==> config.mk <==
export PLATFORM = sky130hd
export DESIGN_NAME = adc_dout_emulator_flat
export DESIGN_NICKNAME = d
export VERILOG_FILES = /design/src/rtl/adc_link_pkg.sv /design/src/rtl/adc_dout_emulator_if.sv /design/src/rtl/adc_dclk_gen.sv /design/src/rtl/adc_dout_emulator.sv /design/src/flat_wrapper.sv
export SDC_FILE = /design/constraint.sdc
export NUM_CORES = 1
export LEC_CHECK = 0
export BUFFER_PORTS_ARGS = -buffer_cell sky130_fd_sc_hd__clkbuf_2
export CAP_MARGIN = 20
export CORE_MARGIN = 3
export CORE_UTILIZATION = 35
export DETAILED_ROUTE_END_ITERATION = 8
export MAX_ROUTING_LAYER = met4
export PLACE_DENSITY = 0.51
export SLEW_MARGIN = 30
export SYNTH_ARGS = -nofsm -noshare
export SYNTH_HDL_FRONTEND = slang
export SYNTH_SLANG_ARGS = --single-unit
==> constraint.sdc <==
create_clock -name clk_i -period 15.8 [get_ports clk_i]
set_input_delay 0.79 -clock clk_i [delete_from_list [all_inputs] [get_ports clk_i]]
set_output_delay 0.79 -clock clk_i [all_outputs]
set_load 0.02 [all_outputs]
==> src/rtl/adc_link_pkg.sv <==
// adc_link_pkg: shared constants, state encoding and slot format of the 4-lane ADC dout link
package adc_link_pkg;
    localparam int NUM_CH       = 8;
    localparam int NUM_LANES    = 4;
    localparam int SAMPLE_BITS  = 24;
    localparam int HDR_BITS     = 8;
    localparam int SLOT_BITS    = 32;
    localparam int LANE_BITS    = 2 * SLOT_BITS;
    localparam int HDR_UR_BIT   = 7;
    localparam int HDR_IDX_BITS = 3;

    typedef enum logic [1:0] {ST_IDLE, ST_DRDY, ST_SHIFT, ST_GAP} link_state_e;

    function automatic logic [SLOT_BITS-1:0] make_slot(input logic ur, input logic [HDR_IDX_BITS-1:0] idx,
                                                       input logic [SAMPLE_BITS-1:0] sample);
        logic [HDR_BITS-1:0] hdr;
        hdr = '0;
        hdr[HDR_UR_BIT] = ur;
        hdr[HDR_IDX_BITS-1:0] = idx;
        return {hdr, sample};
    endfunction
endpackage

==> src/rtl/adc_dout_emulator_if.sv <==
// adc_dout_emulator_if: ADC data-out link (frame strobe, data clock, data lanes)
interface adc_dout_emulator_if;
    import adc_link_pkg::*;
    logic                 drdy;
    logic                 dclk;
    logic [NUM_LANES-1:0] dout;
    modport master (output drdy, dclk, dout);
    modport slave (input drdy, dclk, dout);
endinterface

==> src/rtl/adc_dclk_gen.sv <==
// adc_dclk_gen: registered dclk divider for the shift phase, with a fall strobe one clk ahead
module adc_dclk_gen #(
    parameter int DCLK_DIV = 4
) (
    input  logic clk_i,
    input  logic reset_ni,
    input  logic run_i,
    output logic dclk_o,
    output logic fall_o
);
    localparam int CW = $clog2(DCLK_DIV);
    localparam logic [CW-1:0] LAST = CW'(DCLK_DIV - 1);
    localparam logic [CW-1:0] HALF = CW'(DCLK_DIV / 2);

    logic [CW-1:0] cnt_q, cnt_d;
    logic          dclk_q, dclk_d;

    // parking at LAST makes the first shift cycle land on phase 0
    always_comb begin
        cnt_d  = !run_i ? LAST : (cnt_q == LAST ? '0 : cnt_q + 1'b1);
        dclk_d = run_i && cnt_d >= HALF;
    end

    always_ff @(posedge clk_i or negedge reset_ni) begin
        if (!reset_ni) begin
            cnt_q  <= LAST;
            dclk_q <= 1'b0;
        end else begin
            cnt_q  <= cnt_d;
            dclk_q <= dclk_d;
        end
    end

    assign dclk_o = dclk_q;
    assign fall_o = dclk_q && !dclk_d;
endmodule

==> src/rtl/adc_dout_emulator.sv <==
// adc_dout_emulator: ADC-side transmitter of the 4-lane dout link, framing synthetic samples
module adc_dout_emulator
    import adc_link_pkg::*;
#(
    parameter int FRAME_PERIOD = 781,
    parameter int DCLK_DIV     = 4
) (
    input  logic                                clk_i,
    input  logic                                reset_ni,
    input  logic                                enable_i,
    input  logic                                sample_valid_i,
    input  logic [NUM_CH-1:0][SAMPLE_BITS-1:0]  ch_i,
    output logic                                sample_ready_o,
    output logic                                frame_tick_o,
    output logic                                underrun_o,
    adc_dout_emulator_if.master                 link
);
    localparam int TW = $clog2(FRAME_PERIOD);
    localparam logic [TW-1:0] T_DRDY_END  = TW'(DCLK_DIV - 1);
    localparam logic [TW-1:0] T_SHIFT_END = TW'(DCLK_DIV * 65 - 1);
    localparam logic [TW-1:0] T_FRAME_END = TW'(FRAME_PERIOD - 1);

    link_state_e                         state_q, state_d;
    logic [TW-1:0]                       timer_q, timer_d;
    logic [NUM_CH-1:0][SAMPLE_BITS-1:0]  shadow_q, shadow_d;
    logic [NUM_LANES-1:0][LANE_BITS-1:0] lane_q, lane_d;
    logic [1:0]                          rst_sync_q, rst_sync_d;
    logic ur_frame_q, ur_frame_d, underrun_q, underrun_d, drdy_q, drdy_d;
    logic rst_n, frame_start, load, fall;

    assign rst_n = rst_sync_q[1];

    adc_dclk_gen #(.DCLK_DIV(DCLK_DIV)) u_dclk (
        .clk_i,
        .reset_ni(rst_n),
        .run_i(state_d == ST_SHIFT),
        .dclk_o(link.dclk),
        .fall_o(fall)
    );

    always_comb begin
        rst_sync_d  = {rst_sync_q[0], 1'b1};
        frame_start = state_q == ST_DRDY && timer_q == '0;
        load        = state_q == ST_DRDY && timer_q == T_DRDY_END;
        state_d     = state_q;
        case (state_q)
            ST_IDLE:  state_d = enable_i ? ST_DRDY : ST_IDLE;
            ST_DRDY:  state_d = load ? ST_SHIFT : ST_DRDY;
            ST_SHIFT: state_d = timer_q == T_SHIFT_END ? ST_GAP : ST_SHIFT;
            default:  state_d = timer_q == T_FRAME_END ? (enable_i ? ST_DRDY : ST_IDLE) : ST_GAP;
        endcase
        timer_d    = (state_q == ST_IDLE || timer_q == T_FRAME_END) ? '0 : timer_q + 1'b1;
        shadow_d   = frame_start && sample_valid_i ? ch_i : shadow_q;
        ur_frame_d = frame_start ? !sample_valid_i : ur_frame_q;
        underrun_d = underrun_q || (frame_start && !sample_valid_i);
        drdy_d     = state_d == ST_DRDY;
    end

    // 64 falls per frame, the last on SHIFT exit, leave every lane empty so dout idles at 0
    for (genvar k = 0; k < NUM_LANES; k++) begin : g_lane
        logic [LANE_BITS-1:0] load_val;
        assign load_val = {make_slot(ur_frame_q, HDR_IDX_BITS'(2 * k), shadow_q[2 * k]),
                           make_slot(ur_frame_q, HDR_IDX_BITS'(2 * k + 1), shadow_q[2 * k + 1])};
        assign lane_d[k] = load ? load_val : fall ? {lane_q[k][LANE_BITS-2:0], 1'b0} : lane_q[k];
        assign link.dout[k] = lane_q[k][LANE_BITS-1];
    end

    always_ff @(posedge clk_i or negedge reset_ni) begin
        if (!reset_ni) rst_sync_q <= '0;
        else rst_sync_q <= rst_sync_d;
    end

    always_ff @(posedge clk_i or negedge rst_n) begin
        if (!rst_n) begin
            state_q    <= ST_IDLE;
            timer_q    <= '0;
            shadow_q   <= '0;
            lane_q     <= '0;
            ur_frame_q <= 1'b0;
            underrun_q <= 1'b0;
            drdy_q     <= 1'b0;
        end else begin
            state_q    <= state_d;
            timer_q    <= timer_d;
            shadow_q   <= shadow_d;
            lane_q     <= lane_d;
            ur_frame_q <= ur_frame_d;
            underrun_q <= underrun_d;
            drdy_q     <= drdy_d;
        end
    end

    assign link.drdy      = drdy_q;
    assign sample_ready_o = frame_start && sample_valid_i;
    assign frame_tick_o   = frame_start;
    assign underrun_o     = underrun_q;
endmodule

==> src/flat_wrapper.sv <==
// flat-port wrapper written by rule: the top's interface ports become plain ports
module adc_dout_emulator_flat import adc_link_pkg::*;
#(
    parameter int FRAME_PERIOD = 781,
    parameter int DCLK_DIV     = 4
)
  (clk_i, reset_ni, enable_i, sample_valid_i, ch_i, sample_ready_o, frame_tick_o, underrun_o, link_drdy, link_dclk, link_dout);
  adc_dout_emulator_if link_i ();
  input  logic clk_i;
  input  logic reset_ni;
  input  logic enable_i;
  input  logic sample_valid_i;
  input  logic [NUM_CH-1:0][SAMPLE_BITS-1:0] ch_i;
  output logic sample_ready_o;
  output logic frame_tick_o;
  output logic underrun_o;
  output wire logic [$bits(link_i.drdy)-1:0] link_drdy;
  output wire logic [$bits(link_i.dclk)-1:0] link_dclk;
  output wire logic [$bits(link_i.dout)-1:0] link_dout;
  assign link_drdy = link_i.drdy;
  assign link_dclk = link_i.dclk;
  assign link_dout = link_i.dout;
  adc_dout_emulator #(.FRAME_PERIOD(FRAME_PERIOD), .DCLK_DIV(DCLK_DIV)) u_core (.clk_i(clk_i), .reset_ni(reset_ni), .enable_i(enable_i), .sample_valid_i(sample_valid_i), .ch_i(ch_i), .sample_ready_o(sample_ready_o), .frame_tick_o(frame_tick_o), .underrun_o(underrun_o), .link(link_i));
endmodule
==> results.py, run 1 <==
metrics = {
    "clock_tree": {
        "cts_resized": 0,
        "clock_sinks": 468,
        "clock_path_buffers": 3,
        "post-cts-setup-buffers": 0,
        "numCtsBuffers": 53,
        "h-tree-depth": 2,
        "insertion_delay_ps": 580,
        "postCtsHoldBufs": 1,
        "cts-root-buf": "clkbuf_16",
        "cts_tree": "done",
        "clk_pin_slew_ps": 60,
    },
    "sta": {
        "tightestPinTransition_ps": 940.5,
        "fmax_ghz": 0.2283,
        "finalCritPeriodShare_pct": 27.72,
        "finalWorstSetupSlack_ps": 11420,
        "hold_viol": 0,
        "rsz0062_at_grt": "false",
        "setup_tns_ps": 0,
        "slew_violations": 0,
        "fin_crit_ps": 4381,
        "fin_skew_ps": 12.97,
        "slew_headroom_pct": 37.30,
        "setup-violations-final": 0,
    },
    "finish": {
        "nNetsFinal": 2157,
        "drive_gt1_share_pct": 28.25,
        "post-route-cell-area_um2": 22880,
        "final-instance-count-excl-fill": 2748,
        "antenna_cells": 0,
        "final_common_cell": "dfrtp_1",
        "fill_cells": 5437,
        "multiInputGateArea_um2": 7114,
        "mostFrequentLayoutCells": "dfrtp_1 (465), a21oi_1 (333), nand2_1 (283), nor2_1 (207), clkbuf_2 (204)",
        "regArea_um2": 11720,
        "syn_to_final_growth_pct": 16.64,
    },
    "hold_path": {
        "hp-start": "u_core.rst_sync_q[0]",
        "hp-class": "reg -> reg",
    },
    "global_routing": {
        "grt_usage_pct": 15.23,
        "antenna_found_initial": 0,
        "gr-total-overflow": 0,
        "grt_pass1_vias": 13966,
        "grt_pass1_wl_mm": 72.82,
        "grt_max_degree": 229,
    },
    "synth": {
        "synth_enable_flop_cells": 0,
        "ys_seq_area_share_pct": 59.73,
        "synth_top_area_share_pct": 59.46,
        "async_flop_share_pct": 100.0,
        "syn-cell-area_um2": 19610,
        "yosysTopAreaCell": "dfrtp_1",
        "synth_cells": 1812,
        "syn_nets": 2011,
        "yosys-top-cells-area": "dfrtp_1 (59%), mux2_2 (8.8%), a21oi_1 (8.5%), nand2_1 (5.4%), a21oi_2 (4.1%)",
        "yosys_most_used_dff": "dfrtp_1",
        "synthDistinctLibCells": 41,
        "syn_avg_cell_area_um2": 10.82,
        "ys_warn_count": 0,
        "ys_ff_latch": 468,
    },
    "job": {
        "drv_cap": 0,
    },
    "die": {
        "start_util_pct": 35.46,
        "die-area_um2": 58910,
        "io_pins": 205,
        "die_x_um": 242.7,
        "fp.dieH_um": 242.7,
        "core.rowCount": 86,
        "core_um2": 55310,
    },
    "place": {
        "dpl_worst_slack_ps": 11130,
        "dpl_cell_area_um2": 21010,
        "hpwl_mm": 24.93,
        "place_congestion": 0.7303,
        "dp.cells": 2648,
        "portBuffers": 204,
    },
    "setup_path": {
        "r2r_start": "u_core.timer_q[6]",
        "cp-start-kind": "flop",
        "cp_data_arrival_time_ps": 4840,
        "crit_required_ps": 16260,
        "end_kind": "flop",
        "slowest_stage": "buf_4",
        "crit_path_max_incr_delay_ps": 770,
        "critPathKind": "reg -> reg",
        "path_cells": "nor4_1, nand2_1, nor4_2, buf_4, and2_4, buf_4, buf_4, buf_16, mux2_2",
        "cp_common_cell": "buf_4",
        "path_max_fanout": 64,
        "crit_start": "u_core.timer_q[6]",
    },
    "detailed_routing": {
        "wire_per_inst_um": 15.52,
        "drc_errors": 0,
        "drt_iter0_drc": 727,
        "wl_mm": 42.64,
        "postRouteAntennaNets": 0,
        "vias": 13430,
        "dr.pass1.iters": 5,
        "viasPerCell": 4.887,
    },
    "pwr": {
        "leakagePower_nw": 10.74,
        "power.density_nw_per_um2": 111.4,
        "irDropWorstVdd_uv": 77.04,
    },
    "status": {
        "status": "finished, final reports clean",
    },
}
-- through the flow --
step                hold slack (ps)  utilization, %  total power [W]
floorplan                     331.2               -         0.001294
global placement              334.7           37.91         0.001335
detailed placement            336.4           37.99         0.001338
CTS                           350.4           41.24         0.002601
global route                  358.8           41.36         0.002661
finish                        347.1           41.36         0.002548
-- worst paths after layout --
kind | endpoint | slack, ps | depth (start not counted)
worst max-delay path | u_core.g_lane[0].load_val[42] | 11420 | 9
worst min-delay path | u_core.rst_sync_q[1] | 350 | 0
worst max register to register | u_core.g_lane[0].load_val[42] | 11420 | 9
worst min register to register | u_core.rst_sync_q[1] | 350 | 0
max in group asynchronous | u_core.lane_q[202] | 12790 | 3
min in group asynchronous | u_core.g_lane[1].load_val[8] | 400 | 0
-- sequential cells by signal, indices dropped and copies added, names as in the netlist --
register,flops
u_core.timer_q,10
u_core.u_dclk.dclk_o,1
u_core.ur_frame_q,1
u_core.rst_sync_q,2
u_core.underrun_o,1
u_core.lane_q,252
u_core.g_lane.load_val,192
u_core.link.drdy,1
u_core.u_dclk.cnt_q,2
u_core.state_q,2
u_core.link.dout,4
-- critical path: cells and delay by family (launching register included) --
family        cells  cell delay, ps
flops             1             420
simple gates      4            1630
buf+inv           4            1700
mux               1             380
-- cell type report --
| type | count | share of cell area, % |
|---|---|---|
| clock inverter | 11 | 0.4923 |
| tap | 748 | 4.091 |
| multi-input combinational | 1202 | 31.10 |
| sequential | 468 | 51.22 |
| timing repair buffer | 226 | 5.666 |
| inverter | 7 | 0.1149 |
| clock buffer | 86 | 7.313 |
-- kinds of logic after synthesis --
| logic type | share of synthesized area (%) |
|---|---|
| adders and majority gates | 0.1914 |
| DFF | 59.73 |
| xor gates and xnor gates | 0.4019 |
| and+or+nand+nor | 11.05 |
| muxes | 11.02 |
| buffers and inverters | 4.185 |
| AOI/OAI and AO/OA | 13.40 |
| other | 0.01912 |
-- report_power, final --
group | leakage [nW] | switching, W | internal, W
sequential | 6.19 | 0.0000168 | 0.00122
clock | 0.887 | 0.000483 | 0.000752
combinational | 3.66 | 0.0000359 | 0.0000354
-- routing by layer --
metal / wire length (um) / GRT usage (%)
met5: 0 / -
met4: 725 / 3.761
met3: 1753 / 2.662
met2: 20120 / 23.91
met1: 20050 / 20.63
-- synthesized netlist by cell type (2+ instances only) --
| cell | count |
|---|---|
| buf_1 | 12 |
| o21ai_0 | 17 |
| nor2_1 | 208 |
| clkbuf_1 | 40 |
| xor2_1 | 3 |
| buf_6 | 23 |
| nand2_1 | 283 |
| nor4_1 | 2 |
| nand3_1 | 34 |
| inv_1 | 7 |
| dfrtp_1 | 466 |
| buf_4 | 16 |
| nor3b_1 | 2 |
| o21ai_1 | 2 |
| a21oi_1 | 333 |
| buf_2 | 44 |
| ha_1 | 3 |
| xnor2_1 | 6 |
| nor3_1 | 8 |
| a21oi_2 | 91 |
| mux2_2 | 153 |
| mux2_1 | 39 |
| dfstp_2 | 2 |
Note: power is estimated with default switching activity, not from simulation.
==> inputs of run 2 (changes only) <==
- clock period: 15.8 -> 4.6 ns (I/O delays scaled with it)
==> run 2 against run 1 <==
  * Die area stayed put
  * Flip-flop and latch count stayed put
  * Critical path depth is 3 lower
  * Critical endpoint is now sample_ready_o
  * Hold slack worse by 210 ps
  * Design area is 9.1% higher
  * Largest power group is now clock
  * Via count is 5.0% higher
==> results.py, run 2 (same netlist as run 1, synthesis figures left out) <==
metrics = {
    "setup_path": {
        "crit_required_ps": 4370,
        "critPathKind": "reg -> out",
        "slowest_stage": "nor4_1",
        "end_kind": "primary output",
        "worst-r2r-setup-slack_ps": 1520,
        "reg2reg_depth": 6,
        "path_cells": "nor4_1, nand2_1, nor4_2, and2_4, buf_4, clkbuf_2",
        "cp-start-kind": "flop",
        "crit_path_max_incr_delay_ps": 600,
        "cp_data_arrival_time_ps": 3360,
        "r2r_start": "u_core.timer_q[6]",
        "reg2reg_to": "u_core.g_lane[1].load_val[52]",
        "path_max_fanout": 32,
    },
    "pwr": {
        "power.density_nw_per_um2": 362.7,
        "irDropWorstVdd_uv": 258.9,
        "leakagePower_nw": 11.61,
    },
    "die": {
        "fp.dieH_um": 242.7,
        "io_pins": 205,
        "core.rowCount": 86,
        "core_um2": 55310,
        "start_util_pct": 35.46,
        "die_x_um": 242.7,
        "die-area_um2": 58910,
    },
    "sta": {
        "fin_crit_ps": 3588,
        "tightestPinTransition_ps": 890.9,
        "rsz0062_at_grt": "false",
        "setup-violations-final": 0,
        "fin_skew_ps": 14.57,
        "setup_tns_ps": 0,
        "slew_violations": 0,
        "finalCritPeriodShare_pct": 78.00,
        "finalWorstSetupSlack_ps": 1012,
        "slew_headroom_pct": 40.60,
        "fmax_ghz": 0.2787,
        "hold_viol": 0,
    },
    "global_routing": {
        "gr-total-overflow": 0,
        "grt_usage_pct": 15.90,
        "grt_pass1_wl_mm": 76.33,
        "antenna_found_initial": 1,
        "grt_max_degree": 136,
        "grt_pass1_vias": 14917,
    },
    "detailed_routing": {
        "postRouteAntennaNets": 0,
        "drt_iter0_drc": 857,
        "wl_mm": 44.50,
        "viasPerCell": 4.785,
        "wire_per_inst_um": 15.10,
        "dr.pass1.iters": 5,
        "vias": 14101,
        "drc_errors": 0,
    },
    "finish": {
        "mostFrequentLayoutCells": "dfrtp_1 (465), a21oi_1 (333), nand2_1 (283), nor2_1 (207), clkbuf_2 (204)",
        "largest_reg_flops": 252,
        "syn_to_final_growth_pct": 27.27,
        "drive_gt1_share_pct": 25.98,
        "fill_cells": 5235,
        "top_register": "u_core.lane_q",
        "nNetsFinal": 2354,
        "final_common_cell": "dfrtp_1",
    },
    "place": {
        "dpl_worst_slack_ps": 1465,
        "place_congestion": 0.7385,
        "portBuffers": 204,
        "hpwl_mm": 25.03,
    },
    "clock_tree": {
        "numCtsBuffers": 54,
        "post-cts-setup-buffers": 0,
        "cts_tree": "done",
        "h-tree-depth": 2,
        "insertion_delay_ps": 590,
        "clock_sinks": 468,
        "clock_path_buffers": 3,
        "clk_pin_slew_ps": 60,
        "cts-root-buf": "clkbuf_16",
    },
    "hold_path": {
        "hold_depth": 3,
        "min_to": "u_core.u_dclk.dclk_o",
        "hp-class": "in -> reg",
        "hp-start": "enable_i",
    },
    "job": {
        "drv_cap": 0,
    },
    "status": {
        "status": "finished, final reports clean",
    },
}
## run 2: cell count changes in the layout (fill, tap and decap cells not counted), sizes merged
cell / change
dlygate4sd3: +194
buf: +2
clkinvlp: +2
inv: -2
bufinv: +1
clkinv: +1
diode: +1
## run 2: through the flow
| stage | power (W) | utilization [%] | hold slack (ps) | area, um^2 | std cells |
|---|---|---|---|---|---|
| 3_3_place_gp | 0.004588 | 38.22 | 16.83 | 21140 | 2652 |
| 4_1_cts | 0.009227 | 45.12 | 97.32 | 24960 | 2946 |
| 5_1_grt | 0.009445 | 45.13 | 127.7 | 24960 | 2947 |
| 3_5_place_dp | 0.004596 | 38.22 | 19.88 | 21140 | 2652 |
| 6_report | 0.009054 | 45.13 | 137.4 | 24960 | 2947 |
| 2_1_floorplan | 0.004442 | - | -65.59 | 19620 | 1812 |
## run 2: what timing repair did
item                                   CTS  global route
endpoints found under the hold margin  195             0
hold buffers                           195             0
gates resized for setup                  0             0
## run 2: how the worst max path moves through the flow
stage / endpoint / startpoint / depth (start not counted)
after floorplan: u_core.g_lane[0].load_val[0] / u_core.rst_sync_q[1] / 0
after global placement: u_core.g_lane[1].load_val[12] / u_core.timer_q[6] / 6
after detailed placement: u_core.g_lane[0].load_val[14] / u_core.timer_q[6] / 6
after CTS: sample_ready_o / u_core.timer_q[6] / 6
after global routing: sample_ready_o / u_core.timer_q[6] / 6
final: sample_ready_o / u_core.timer_q[6] / 6
## run 2: metal layers
metal	up-vias	routed length, um	track usage [%]
met5	-	0	-
met4	0	966	4.657
met3	72	1708	2.696
met2	236	20900	25.31
met1	6968	20920	21.00
li1	6825	-	-
## run 2: where the power goes
group / switching, W / total (W) / internal [W]
Sequential: 0.0000593 / 0.00427 / 0.00421
Clock: 0.00170 / 0.00441 / 0.00271
Combinational: 0.000147 / 0.000377 / 0.000229
Total: 0.00191 / 0.00905 / 0.00714
## run 2: layout make-up
class,instances,area (um^2),area share [%]
antenna,1,2.502,0.01003
clock buffer,86,1715,6.873
clock inverter,13,148.9,0.5965
inverter,7,26.28,0.1053
multi-input combinational,1202,7106,28.47
sequential,468,11720,46.94
tap,748,935.9,3.750
timing repair buffer,422,3308,13.25
## run 2: critical path: cells and delay by family, from the launching register on
family	cells	cell delay, ps
DFF	1	420
buffers and inverters	2	700
and+or+nand+nor	4	1660
==> inputs of run 3 (changes only) <==
- PLACE_DENSITY: 0.51 -> 0.53
- clock period: 4.6 -> 3.05 ns (I/O delays scaled with it)
==> run 3 against run 2 <==
  * Total power up 50%
  * Core utilization increased by 0.67 points
  * Worst setup slack worse by 750 ps
  * Design area up 1.5%
  * Count of clock-buffer cells in the layout fell by 6
  * Clock skew rose by 1.2 ps
  * Largest power group unchanged
  * Cell count increased by 1.0%
==> results.py, run 3 (same netlist as run 1, synthesis figures left out) <==
metrics = {
    "clock_tree": {
        "cts_resized": 0,
        "cts_tree": "done",
        "h-tree-depth": 2,
        "cts-root-buf": "clkbuf_16",
        "post-cts-setup-buffers": 0,
        "numCtsBuffers": 53,
        "insertion_delay_ps": 590,
        "clock_path_buffers": 3,
        "clock_sinks": 468,
        "clk_pin_slew_ps": 60,
        "postCtsHoldBufs": 195,
    },
    "detailed_routing": {
        "drt_iter0_drc": 715,
        "wl_mm": 45.94,
        "drc_errors": 0,
        "vias": 14254,
        "postRouteAntennaNets": 0,
        "wire_per_inst_um": 15.43,
        "dr.pass1.iters": 4,
        "viasPerCell": 4.788,
    },
    "global_routing": {
        "antenna_found_initial": 2,
        "grt_max_degree": 122,
        "grt_pass1_vias": 15053,
        "grt_pass1_wl_mm": 77.56,
        "grt_usage_pct": 16.30,
        "gr-total-overflow": 0,
    },
    "job": {
        "drv_cap": 0,
    },
    "die": {
        "die_x_um": 242.7,
        "fp.dieH_um": 242.7,
        "io_pins": 205,
        "core_um2": 55310,
        "die-area_um2": 58910,
        "start_util_pct": 35.46,
        "core.rowCount": 86,
    },
    "pwr": {
        "seqPwrFrac_pct": 47.3,
        "pwr-share-clk_pct": 48.3,
        "switching_share_pct": 21.20,
        "irDropWorstVdd_uv": 418.5,
        "internal-power_w": 0.01071,
        "power.density_nw_per_um2": 536.6,
        "leakagePower_nw": 11.82,
        "p_comb_share_pct": 4.4,
        "p_switching_w": 0.002882,
    },
    "sta": {
        "setup-violations-final": 0,
        "slew_headroom_pct": 53.93,
        "finalCritPeriodShare_pct": 91.55,
        "fmax_ghz": 0.3581,
        "fin_skew_ps": 15.73,
        "finalWorstSetupSlack_ps": 257.8,
        "rsz0062_at_grt": "false",
        "hold_viol": 0,
        "slew_violations": 0,
        "whs_ps": 54.34,
        "setup_tns_ps": 0,
        "fin_crit_ps": 2792,
        "tightestPinTransition_ps": 686.5,
    },
    "finish": {
        "fill_cells": 5151,
        "mostFrequentLayoutCells": "dfrtp_1 (465), a21oi_1 (333), nand2_1 (283), nor2_1 (207), clkbuf_2 (204)",
        "syn_to_final_growth_pct": 29.15,
        "fin_util_pct": 45.80,
        "multiInputGateArea_um2": 7106,
        "largest_reg_flops": 252,
        "drive_gt1_share_pct": 27.03,
        "final_common_cell": "dfrtp_1",
        "regArea_um2": 11720,
        "final-instance-count-excl-fill": 2977,
        "top_register": "u_core.lane_q",
        "nNetsFinal": 2384,
    },
    "setup_path": {
        "cp-start-kind": "flop",
        "path_max_fanout": 79,
        "critPathKind": "reg -> reg",
        "end_kind": "flop",
        "crit_required_ps": 3510,
        "cp_data_arrival_time_ps": 3250,
    },
    "place": {
        "place_congestion": 0.7361,
        "dp.cells": 2683,
        "hpwl_mm": 27.27,
        "dpl_worst_slack_ps": 290.0,
        "portBuffers": 204,
    },
    "status": {
        "status": "finished, final reports clean",
    },
    "hold_path": {
        "hp-class": "in -> reg",
    },
}
[run 3: cell type report]
| cell class | count | area share (%) |
|---|---|---|
| diodes | 2 | 0.01976 |
| repair buffers | 453 | 14.67 |
| clock inverters | 17 | 0.7656 |
| flip-flops and latches | 468 | 46.26 |
| inverters | 7 | 0.1037 |
| clock buffers | 80 | 6.436 |
| multi-input cells | 1202 | 28.05 |
| well taps | 748 | 3.695 |
[run 3: metrics by stage]
step	total power [W]	instance area, um^2
floorplan	0.006699	19620
global placement	0.006940	21550
detailed placement	0.006953	21550
CTS	0.01385	25330
global route	0.01416	25330
finish	0.01359	25330
[run 3: worst paths after layout]
path                                      start                             to  slack, ps  depth (start not counted)
setup / recovery              u_core.timer_q[0]             u_core.lane_q[196]        260                          7
hold / removal                         enable_i           u_core.u_dclk.dclk_o         50                          3
setup reg to reg              u_core.timer_q[0]             u_core.lane_q[196]        260                          7
hold reg to reg            u_core.rst_sync_q[1]  u_core.g_lane[1].load_val[13]        310                          0
max in group asynchronous  u_core.rst_sync_q[1]  u_core.g_lane[1].load_val[48]       1620                          2
min in group asynchronous  u_core.rst_sync_q[1]  u_core.g_lane[1].load_val[13]        310                          0
[run 3: worst max-delay path, stage by stage, from the launching register on]
cell and delay, ps:
dfrtp_1 390, ha_1 230, or3b_2 500, o31a_1 370, o41a_2 570, buf_12 270, a21oi_1 200, a21oi_1 90
[run 3: layer usage]
| metal | GRT usage, % | part of all wire [%] |
|---|---|---|
| met1 | 21.33 | 46 |
| met2 | 26.26 | 48 |
| met3 | 2.651 | 3.8 |
| met4 | 4.833 | 2.3 |
| met5 | - | 0 |
[run 3: power by group through the flow]
| stage | Combinational [W] | Sequential, W | Clock [W] |
|---|---|---|---|
| 6_report | 0.000592 | 0.00643 | 0.00657 |
| 2_1_floorplan | 0.000110 | 0.00659 | 0 |
| 3_3_place_gp | 0.000394 | 0.00655 | 0 |
| 5_1_grt | 0.000663 | 0.00645 | 0.00705 |
| 3_5_place_dp | 0.000405 | 0.00655 | 0 |
| 4_1_cts | 0.000602 | 0.00644 | 0.00681 |
